### src/rtl/layers_sched.sv
// Command scheduler for the layers engine: writes one layer config word, streams
// beats*outs image beats with img_last framing, then waits for outs results.
module layers_sched #(
    parameter int                    CFG_DWIDTH = 32,
    parameter int                    CFG_AWIDTH = 5,
    parameter logic [CFG_AWIDTH-1:0] CFG_ADDR   = 5'd4,
    parameter int                    CNT_WIDTH  = 16
) (
    input  logic                  clk,
    input  logic                  rst,
    input  logic [CFG_DWIDTH-1:0] cmd_data,
    input  logic [CNT_WIDTH-1:0]  cmd_beats,
    input  logic [CNT_WIDTH-1:0]  cmd_outs,
    input  logic                  cmd_val,
    output logic                  cmd_rdy,
    input  logic                  abort,
    output logic [CFG_DWIDTH-1:0] cfg_data,
    output logic [CFG_AWIDTH-1:0] cfg_addr,
    output logic                  cfg_valid,
    input  logic                  src_val,
    output logic                  src_rdy,
    output logic                  img_val,
    output logic                  img_last,
    input  logic                  img_rdy,
    input  logic                  res_val,
    input  logic                  res_rdy,
    output logic                  busy,
    output logic                  done
);

    typedef enum logic [2:0] {IDLE, CFG, RUN, DRAIN, DONE} state_t;

    localparam logic [CNT_WIDTH-1:0] ONE = CNT_WIDTH'(1);

    state_t               state;
    logic [CNT_WIDTH-1:0] beats_q;
    logic [CNT_WIDTH-1:0] outs_q;
    logic [CNT_WIDTH-1:0] beat_cnt;
    logic [CNT_WIDTH-1:0] out_cnt;
    logic [CNT_WIDTH-1:0] res_cnt;

    logic in_run;
    logic last_beat;
    logic xfer;
    logic res_hs;
    logic leave;

    // The image path is a pure pass-through gated by state, so reset (which
    // forces IDLE asynchronously) drops img_val/src_rdy without a clock edge.
    assign in_run    = (state == RUN);
    assign last_beat = (beat_cnt == beats_q - ONE);
    assign img_val   = in_run & src_val;
    assign src_rdy   = in_run & img_rdy;
    assign img_last  = in_run & last_beat;
    assign xfer      = in_run & src_val & img_rdy;
    assign res_hs    = res_val & res_rdy;

    // Both completion and abort return to IDLE through the same path.
    assign leave = (state == DONE) ||
                   (abort && (state == CFG || state == RUN || state == DRAIN));

    // NOTE: state and registered outputs use non-blocking assignments; each
    // output is loaded with the value it must show in the destination state.
    always_ff @(posedge clk or negedge rst) begin
        if (!rst) begin
            state     <= IDLE;
            cmd_rdy   <= 1'b0;
            busy      <= 1'b0;
            done      <= 1'b0;
            cfg_valid <= 1'b0;
            cfg_addr  <= '0;
            cfg_data  <= '0;
            beats_q   <= '0;
            outs_q    <= '0;
            beat_cnt  <= '0;
            out_cnt   <= '0;
            res_cnt   <= '0;
        end else begin
            cfg_valid <= 1'b0;
            cfg_addr  <= '0;
            cfg_data  <= '0;
            done      <= 1'b0;

            if (leave) begin
                state    <= IDLE;
                busy     <= 1'b0;
                cmd_rdy  <= 1'b1;
                beat_cnt <= '0;
                out_cnt  <= '0;
                res_cnt  <= '0;
            end else begin
                case (state)
                    IDLE: begin
                        if (cmd_val && cmd_rdy) begin
                            beats_q   <= (cmd_beats == '0) ? ONE : cmd_beats;
                            outs_q    <= (cmd_outs == '0) ? ONE : cmd_outs;
                            beat_cnt  <= '0;
                            out_cnt   <= '0;
                            res_cnt   <= '0;
                            cfg_valid <= 1'b1;
                            cfg_addr  <= CFG_ADDR;
                            cfg_data  <= cmd_data;
                            cmd_rdy   <= 1'b0;
                            busy      <= 1'b1;
                            state     <= CFG;
                        end else begin
                            cmd_rdy <= 1'b1;
                        end
                    end
                    CFG: state <= RUN;
                    RUN, DRAIN: begin
                        // Results may arrive while beats are still streaming.
                        if (res_hs && res_cnt != outs_q)
                            res_cnt <= res_cnt + ONE;
                        if (state == RUN) begin
                            if (xfer) begin
                                if (last_beat) begin
                                    beat_cnt <= '0;
                                    out_cnt  <= out_cnt + ONE;
                                    if (out_cnt == outs_q - ONE)
                                        state <= DRAIN;
                                end else begin
                                    beat_cnt <= beat_cnt + ONE;
                                end
                            end
                        end else if (res_cnt == outs_q) begin
                            state <= DONE;
                            done  <= 1'b1;
                        end
                    end
                    default: state <= IDLE;
                endcase
            end
        end
    end

endmodule

### config.mk
export PLATFORM = sky130hd
export DESIGN_NAME = layers_sched
export DESIGN_NICKNAME = d
export VERILOG_FILES = /design/src/rtl/layers_sched.sv
export SDC_FILE = /design/constraint.sdc
export NUM_CORES = 1
export LEC_CHECK = 0
export BUFFER_PORTS_ARGS = -buffer_cell sky130_fd_sc_hd__buf_2
export CAP_MARGIN = 40
export CORE_MARGIN = 5
export CORE_UTILIZATION = 35
export DETAILED_ROUTE_END_ITERATION = 16
export PLACE_DENSITY = 0.61
export SETUP_SLACK_MARGIN = 0.15
export SYNTH_ARGS = -nofsm -noshare
export SYNTH_HDL_FRONTEND = slang
export SYNTH_SLANG_ARGS = --single-unit
### constraint.sdc
create_clock -name clk -period 8.1 [get_ports clk]
set_input_delay 1.215 -clock clk [delete_from_list [all_inputs] [get_ports clk]]
set_output_delay 1.215 -clock clk [all_outputs]
set_load 0.02 [all_outputs]
==> results_dict.tcl, run 1 <==
set metrics [dict create \
    slew_viol_final 0 \
    avgRoutedWirePerCell_um 15.3 \
    via_count 5233 \
    switching_share_pct 38.9 \
    synth-edff-count 0 \
    rsz0062_at_grt "false" \
    dpl_cell_area_mm2 0.00735 \
    synth_fa_ha_area_share_pct 0.942 \
    cpPeakStageDelay_ps 640 \
    yosys-top-cells-area "dfrtp_1 45%, xor2_1 5.3%, mux2_2 4.2%, xnor2_1 4.2%, and2_1 3.5%" \
    synth_flop_cell "dfrtp_1" \
    pwr-share-comb_pct 35.7 \
    viasPerCell 5.10 \
    pre_cts_slack_ps 3250 \
    crit_slowest_cell "nor4_1" \
    p_clk_share_pct 28.5 \
    ant_nets 0 \
    crit_fanout 6 \
    hp-class "flop to flop" \
    worst_pin_slew_ps 790 \
    synth_xor_xnor_area_share_pct 9.50 \
    grt_max_degree 70 \
    leakagePower_nw 3.53 \
    synth_simple_gate_area_share_pct 22.3 \
    clk_latency_ps 420 \
    skew_ps 7.28 \
    grt_pass1_vias 5254 \
    start_util_pct 35.5 \
    yosysTopAreaCellShare_pct 44.8 \
    drv_cap 0 \
    hold_buffers 0 \
    muxShareOfSynthArea_pct 6.22 \
    synth.cells.most_frequent "119 x dfrtp_1, 51 x nand2_1, 40 x xor2_1" \
    overflow 0 \
    finalCritPeriodShare_pct 64.6 \
    hold_viol 0 \
    dpl.hpwl_um 11400 \
    synth-compound-area-share_pct 12.0 \
    grt_antenna_before_repair 0 \
    ios 116 \
    area_growth_pct 19.3 \
    cts_buffers 17 \
    final_area_mm2 0.00793 \
    fill_cells 1787 \
    die_w_um 148 \
    nNetsFinal 856 \
    critPathCaptureType "output pin" \
    remaining_drc_errors 0 \
    clk_pin_slew_ps 60 \
    clockBufferDepth 2 \
    htreeDepth 4 \
    synth.most_common_cell "dfrtp_1" \
    grt_pass1_wl_um 26800 \
    max_freq_mhz 191 \
    post-route-min-period_ps 5230 \
    yosysSeqAreaShare_pct 44.8 \
    internal_power_mw 1.55 \
    worst-r2r-cell-count 9 \
    irDropWorstVdd_v 0.000163 \
    tns_ps 0 \
    io_buffers 111 \
    drt_iter0_drc 306 \
    r2r_slack_ps 4250 \
    synth.cell_area_mm2 0.00664 \
    cp.arrival_ps 4020 \
    track_usage_pct 15.2 \
    die_h_um 148 \
    switchingPower_mw 0.989 \
    async_reset_ff_share_pct 100 \
    syn_avg_cell_area_um2 9.70 \
    routed_wl_um 15700 \
    setup_violations 0 \
    critPathLaunchType "flop" \
    relSlewSlack_pct 47.3 \
    dieArea_mm2 0.0218 \
    clock-sinks 119 \
    criticalPathCategory "flop to output pin" \
    yosysWarnings 0 \
    row_count 50 \
    power_density_mw_per_mm2 320 \
    outcome "completed" \
    ys_types 62 \
    hold_depth 2 \
    cts_resized 0 \
    yosysTopAreaCell "dfrtp_1" \
    cp_data_required_time_ps 6880 \
    post-cts-setup-buffer-count 0 \
    path_cells "inv_1 > ha_1 > or4b_1 > or3_1 > or4_4 > a211oi_1 > nand2_1 > nor4_1 > and2_1 > buf_2" \
    synthCells 685 \
    first_pass_iters 5 \
    pwr-share-seq_pct 35.8 \
    synth_top_family_by_area "simple AND/OR/NAND/NOR gates" \
    drive_above_1_share_pct 23.7 \
    yosys_register_bits 119 \
    fin_ws_ps 2870 \
    cts_tree "yes" \
    cts_root_buf "clkbuf_16" \
    gp_congestion 0.844 \
    core_mm2 0.0187 \
    antenna_cells 0 \
]
## cell type report
type | count | area [um2] | area share (%)
multi-input combinational | 505 | 3410 | 43.0
sequential | 119 | 2980 | 37.6
timing repair buffer | 116 | 596 | 7.51
clock buffer | 19 | 453 | 5.71
tap | 234 | 293 | 3.69
clock inverter | 13 | 124 | 1.56
inverter | 20 | 75.1 | 0.947
## power groups by stage
stage / clock network, mW / registers, mW / logic, mW
after detailed placement: 0 / 0.919 / 0.912
final: 0.723 / 0.908 / 0.907
after global placement: 0 / 0.913 / 0.899
after CTS: 0.743 / 0.909 / 0.915
after floorplan: 0 / 0.889 / 0.688
after global routing: 0.770 / 0.934 / 1.02
## flip-flops by register name, summed over array words and instances (netlist names)
| register | flops |
|---|---|
| out_cnt | 16 |
| cfg_data | 32 |
| cfg_addr | 1 |
| state | 3 |
| res_cnt | 16 |
| beat_cnt | 16 |
| cmd_rdy | 1 |
| busy | 1 |
| outs_q | 16 |
| beats_q | 16 |
| done | 1 |
## cells by family (layout without fill, tap and decap cells)
family          count (synthesis)  count (layout)
simple gates                  270             270
flops                         119             119
compound gates                116             116
xor+xnor                       72              72
buf+inv                        64             168
mux                            38              38
fa+ha+maj                       5               5
other cells                     1               4
## metal layers
metal	part of all wire (%)	track usage [%]	wire, um
met1	46	19.9	7210
met2	47	24.1	7400
met3	5.9	4.72	923
met4	1.2	4.85	191
met5	0	0	0
## worst max-delay path: cells and delay by family, from the launching register on
family / cells / cell delay (ps)
compound gates: 1 / 250
flops: 1 / 430
fa+ha+maj: 1 / 220
simple gates: 6 / 2460
buf+inv: 2 / 240
## layout by cell type, fill, tap and decap left out, types with 7 or more instances in the layout
| cell | synthesis | final |
|---|---|---|
| buf_2 | 3 | 110 |
| mux2i_1 | 12 | 12 |
| nor3_1 | 20 | 20 |
| and3_1 | 12 | 12 |
| nand3_1 | 21 | 21 |
| o21ai_0 | 31 | 31 |
| xor2_1 | 40 | 40 |
| dfrtp_1 | 119 | 119 |
| mux2_2 | 25 | 25 |
| nor4_1 | 14 | 14 |
| or4_1 | 7 | 7 |
| and2_1 | 37 | 37 |
| nand2_1 | 51 | 51 |
| nor2_1 | 37 | 36 |
| nand2b_1 | 14 | 14 |
| nand4_1 | 17 | 17 |
| clkbuf_16 | 0 | 17 |
| xnor2_1 | 32 | 32 |
| a21oi_1 | 29 | 29 |
| or3_1 | 16 | 16 |
| inv_1 | 20 | 20 |
## final timing paths
kind,endpoint,from
setup / recovery,img_last,beats_q[0]
hold / removal,busy,busy
setup reg to reg,out_cnt[0],beats_q[0]
hold reg to reg,busy,busy
max in group asynchronous,cfg_data[11],rst
min in group asynchronous,busy,rst
## through the flow
stage          utilization, %  power [mW]  hold slack, ps  instances
6_report                 42.4        2.54             536       1026
4_1_cts                  42.4        2.57             544       1026
3_5_place_dp             39.3        1.83             534        994
2_1_floorplan               -        1.58             501        688
5_1_grt                  42.4        2.72             561       1026
3_3_place_gp             39.3        1.81             529        993
Power figures use the tool's default switching activity.
==> inputs of run 2 (changes only) <==
Settings changed: PLACE_DENSITY 0.61 to 0.63.
Clock period 8.1 ns to 4.2 ns, I/O delays scaled along.
==> run 2 against run 1 <==
  * Combinational power grew 97%
  * Clock skew shrank 1.8 ps
  * Critical path type unchanged
  * Sequential cell count is the same
  * Clock-buffer cell count shrank 1
  * Critical path depth grew 1
  * Sequential share of layout area shrank 0.87 points
  * Final cell count grew 0.58%
  * Core utilization grew 1.0 points
  * Global-route usage is essentially flat
  * Non-clock buffer count grew 7
  * Design area grew 2.4%
  * Largest power group is now combinational logic
  * Die area is the same
==> results_dict.tcl, run 2 (synthesized netlist as in run 1, its figures left out) <==
set metrics [dict create \
    cp_data_required_time_ps 3570 \
    crit_slowest_cell "or4b_4" \
    skew_ps 5.51 \
    max_freq_mhz 258 \
    pwr-share-seq_pct 33.8 \
    cpPeakStageDelay_ps 470 \
    leakagePower_nw 3.63 \
    io_buffers 111 \
    path_cells "inv_2 > ha_4 > or4b_4 > or3_4 > or4_4 > a211oi_2 > nand2_1 > nor4_1 > buf_4 > and2_1 > buf_4" \
    cp_common_cell "buf_4" \
    cts_tree "yes" \
    rsz0062_at_grt "false" \
    drive_above_1_share_pct 25.2 \
    met2WireLength_um 7390 \
    first_pass_iters 4 \
    route.met3.wl_um 923 \
    overflow 0 \
    tns_ps 0 \
    switchingPower_mw 1.90 \
    gp_congestion 0.863 \
    finalCritPeriodShare_pct 92.2 \
    worst_pin_slew_ps 758 \
    worst-r2r-cell-count 9 \
    drt_iter0_drc 358 \
    critPathLaunchType "flop" \
    top_register "cfg_data" \
    criticalPathCategory "flop to output pin" \
    via_count 5331 \
    top_layer_used "met4" \
    core_mm2 0.0187 \
    hp-class "primary input to async pin" \
    outcome "completed" \
    cts_buffers 17 \
    grt_antenna_before_repair 0 \
    multi_input_area_mm2 0.00344 \
    htreeDepth 4 \
    ant_nets 0 \
    clk_pin_slew_ps 50 \
    fill_cells 1762 \
    routed_wl_um 15800 \
    pre_cts_slack_ps 374 \
    relSlewSlack_pct 49.4 \
    nNetsFinal 863 \
    timing.rr.end "out_cnt[1]" \
    ios 116 \
    grt_pass1_wl_um 27100 \
    post-route-min-period_ps 3870 \
    area_growth_pct 22.2 \
    viasPerCell 5.17 \
    finalPower_mw 5.20 \
    worstReg2RegStart "beats_q[0]" \
    grt_pass1_vias 5278 \
    hold_viol 0 \
    avgRoutedWirePerCell_um 15.3 \
    remaining_drc_errors 0 \
    slew_viol_final 0 \
    internal_power_mw 3.30 \
    crit_start "beats_q[1]" \
    seq_area_mm2 0.00298 \
    pwr-share-comb_pct 34.5 \
    r2r_slack_ps 720 \
    die_h_um 148 \
    hold_buffers 0 \
    clock-sinks 119 \
    layout_commonest_cell "dfrtp_1" \
    largest_reg_flops 32 \
    switching_share_pct 36.5 \
    clk_latency_ps 410 \
    power_density_mw_per_mm2 641 \
    cts_root_buf "clkbuf_16" \
    track_usage_pct 15.2 \
    dpl.hpwl_um 11500 \
    mostFrequentLayoutCells "119 x dfrtp_1, 109 x buf_2, 51 x nand2_1" \
    final_core_util_pct 43.4 \
    drv_cap 0 \
    p_clk_share_pct 31.7 \
    fin_ws_ps 327 \
    die_w_um 148 \
    start_util_pct 35.5 \
    cp-endpoint "img_last" \
    wl_met1_um 7180 \
    cp.arrival_ps 3240 \
    clockBufferDepth 2 \
    antenna_cells 0 \
    setup_violations 0 \
    critPathCaptureType "output pin" \
    grt_max_degree 75 \
    irDropWorstVdd_v 0.000385 \
    row_count 50 \
    dieArea_mm2 0.0218 \
    crit_fanout 5 \
]
[run 2: worst min-delay path by stage]
stage                  end         from  slack, ps
2_1_floorplan  beat_cnt[0]          rst        330
3_3_place_gp   beats_q[15]  beats_q[15]        510
3_5_place_dp   beats_q[15]  beats_q[15]        520
4_1_cts            cmd_rdy          rst        270
5_1_grt            cmd_rdy          rst        300
6_report           cmd_rdy          rst        250
[run 2: worst max-delay path, delay by kind of cell (launching register included)]
family | cells | cell delay, ps
flops | 1 | 400
simple gates | 6 | 1720
fa+ha+maj | 1 | 140
buf+inv | 3 | 390
compound gates | 1 | 180
[run 2: per-stage QoR]
stage | instances | cell area, um2 | hold slack (ps)
final | 1032 | 8110 | 250
after global routing | 1032 | 8110 | 305
after CTS | 1031 | 8100 | 272
after detailed placement | 998 | 7390 | 519
after global placement | 997 | 7380 | 515
after floorplan | 688 | 6650 | 334
[run 2: power groups by stage]
stage	Combinational, mW	Sequential (mW)	Clock, mW
6_report	1.79	1.76	1.65
5_1_grt	2.01	1.81	1.73
4_1_cts	1.81	1.76	1.68
3_5_place_dp	1.76	1.78	0
3_3_place_gp	1.74	1.77	0
2_1_floorplan	1.33	1.72	0
[run 2: routing by layer]
metal	vias up	track usage, %
li1	2626	-
met1	2544	20.4
met2	142	23.6
met3	19	4.35
met4	0	5.31
met5	-	0
[run 2: final cells by class]
cell class                 instances  area share (%)
clock inverter                    13            2.81
timing repair buffer             123            8.17
tap                              234            3.61
multi-input combinational        505            42.4
inverter                          20           0.925
clock buffer                      18            5.41
sequential                       119            36.7
[run 2: timing repair]
action / CTS / global route
setup buffers: 2 / 1
setup endpoints to repair: 1 / 1
pin swaps: 1 / 4
gates cloned: 0 / 0
resized for setup: 6 / 3
==> inputs of run 3 (changes only) <==
Settings changed: CELL_PAD_IN_SITES_DETAIL_PLACEMENT set to 1, CELL_PAD_IN_SITES_GLOBAL_PLACEMENT set to 1, PLACE_DENSITY 0.63 to 0.77.
==> run 3 against run 2 <==
  * Core utilization barely moved
  * Design area barely moved
  * Clock-buffer cell count rose by 1
  * Worst hold slack improved by 11 ps
  * Setup slack got worse by 35 ps
  * Global-route usage rose by 1.9 points
  * Combinational power rose by 7%
  * Maximum frequency fell by 0.88%
  * Critical path depth did not move
  * Sequential cell count did not move
  * Critical path type unchanged
==> results_dict.tcl, run 3 (synthesized netlist as in run 1, its figures left out) <==
set metrics [dict create \
    ant_nets 0 \
    finalCritPeriodShare_pct 93.0 \
    tns_ps 0 \
    irDropWorstVdd_v 0.000289 \
    worst_pin_slew_ps 792 \
    hp-class "primary input to async pin" \
    critPathCaptureType "output pin" \
    overflow 0 \
    dieArea_mm2 0.0218 \
    relSlewSlack_pct 47.1 \
    io_buffers 111 \
    drv_cap 0 \
    hold_viol 0 \
    clockBufferDepth 2 \
    viasPerCell 5.31 \
    drive_above_1_share_pct 25.9 \
    grt_pass1_wl_um 30600 \
    nNetsFinal 866 \
    start_util_pct 35.5 \
    routed_wl_um 18200 \
    mostFrequentLayoutCells "119 x dfrtp_1, 109 x buf_2, 51 x nand2_1" \
    leakagePower_nw 3.63 \
    via_count 5505 \
    htreeDepth 4 \
    first_pass_iters 4 \
    gp_congestion 0.800 \
    die_w_um 148 \
    antenna_cells 0 \
    cts_buffers 17 \
    setup_violations 0 \
    grt_antenna_before_repair 0 \
    track_usage_pct 17.1 \
    remaining_drc_errors 0 \
    max_freq_mhz 256 \
    cts_root_buf "clkbuf_16" \
    clk_pin_slew_ps 60 \
    drt_iter0_drc 249 \
    criticalPathCategory "flop to output pin" \
    row_count 50 \
    grt_pass1_vias 5942 \
    post-route-min-period_ps 3910 \
    cp.arrival_ps 3280 \
    core_mm2 0.0187 \
    clk_latency_ps 420 \
    cts_tree "yes" \
    hold_buffers 0 \
    cp_data_required_time_ps 3570 \
    area_growth_pct 22.3 \
    power_density_mw_per_mm2 641 \
    critPathLaunchType "flop" \
    crit_fanout 5 \
    fill_cells 2135 \
    largest_reg_flops 32 \
    top_register "cfg_data" \
    die_h_um 148 \
    clock-sinks 119 \
    avgRoutedWirePerCell_um 17.6 \
    ios 116 \
    layout_commonest_cell "dfrtp_1" \
    final_area_mm2 0.00812 \
    skew_ps 5.80 \
    outcome "completed" \
    grt_max_degree 65 \
    dpl_cell_area_mm2 0.00741 \
    slew_viol_final 0 \
    dpl.hpwl_um 13500 \
    rsz0062_at_grt "false" \
]
-- run 3: cell count changes in the layout (fill, tap and decap cells not counted), sizes merged --
cell      before  now
clkinv         5    4
buf          123  126
bufinv         6    3
clkinvlp       2    3
clkbuf        18   19
inv           20   23
-- run 3: per-stage QoR --
step	util, %	setup WS [ps]	std cells	hold slack [ps]	power [mW]
after floorplan	-	660	688	334	3.04
after global placement	39.5	377	997	517	3.53
after detailed placement	39.6	231	999	529	3.64
after CTS	43.2	155	1033	287	5.23
after global routing	43.4	162	1036	328	5.54
final	43.4	292	1036	262	5.21
-- run 3: final timing paths --
| path | start | end | slack [ps] | depth (start not counted) |
|---|---|---|---|---|
| setup / recovery | beats_q[1] | img_last | 290 | 11 |
| max in group asynchronous | rst | state[1] | 3120 | 2 |
| setup reg to reg | beats_q[1] | out_cnt[0] | 610 | 8 |
| hold reg to reg | beats_q[15] | beats_q[15] | 540 | 1 |
| min in group clk | cmd_data[20] | cfg_data[20] | 420 | 2 |
| hold / removal | rst | cfg_data[18] | 260 | 1 |
-- run 3: repair_timing --
item                       in CTS  in global routing
setup endpoints to repair       1                  1
setup buffers                   2                  3
gates cloned                    0                  0
pin swaps                       0                  2
gates resized for setup         8                  5
-- run 3: cell type report --
type	count	area (um2)	share of cell area, %
repair buffers	126	702	8.64
flip-flops and latches	119	2980	36.7
multi-input cells	505	3450	42.5
inverters	20	75.1	0.924
clock inverters	13	170	2.10
well taps	234	293	3.60
clock buffers	19	453	5.58
-- run 3: power by group --
part           leakage [nW]  internal, mW  switching (mW)
combinational          1.76         0.808            1.10
sequential             1.57          1.41           0.361
clock                 0.297         0.971           0.561
total                  3.63          3.18            2.02
-- run 3: worst max-delay path, cell delays in order, from the launching register on --
cell      delay (ps)
dfrtp_1          400
inv_2             80
ha_4             150
or4b_4           470
or3_4            400
or4_4            500
a211oi_2         210
nand2_1           90
nor4_2           140
buf_4            170
and2_4           140
buf_6            110
-- run 3: per-layer routing --
layer	global-route usage [%]	vias up	share of wire, %
li1	-	2616	-
met5	0	-	0
met3	3.53	24	4.0
met4	5.87	0	2.0
met1	21.2	2752	44
met2	29.7	113	50
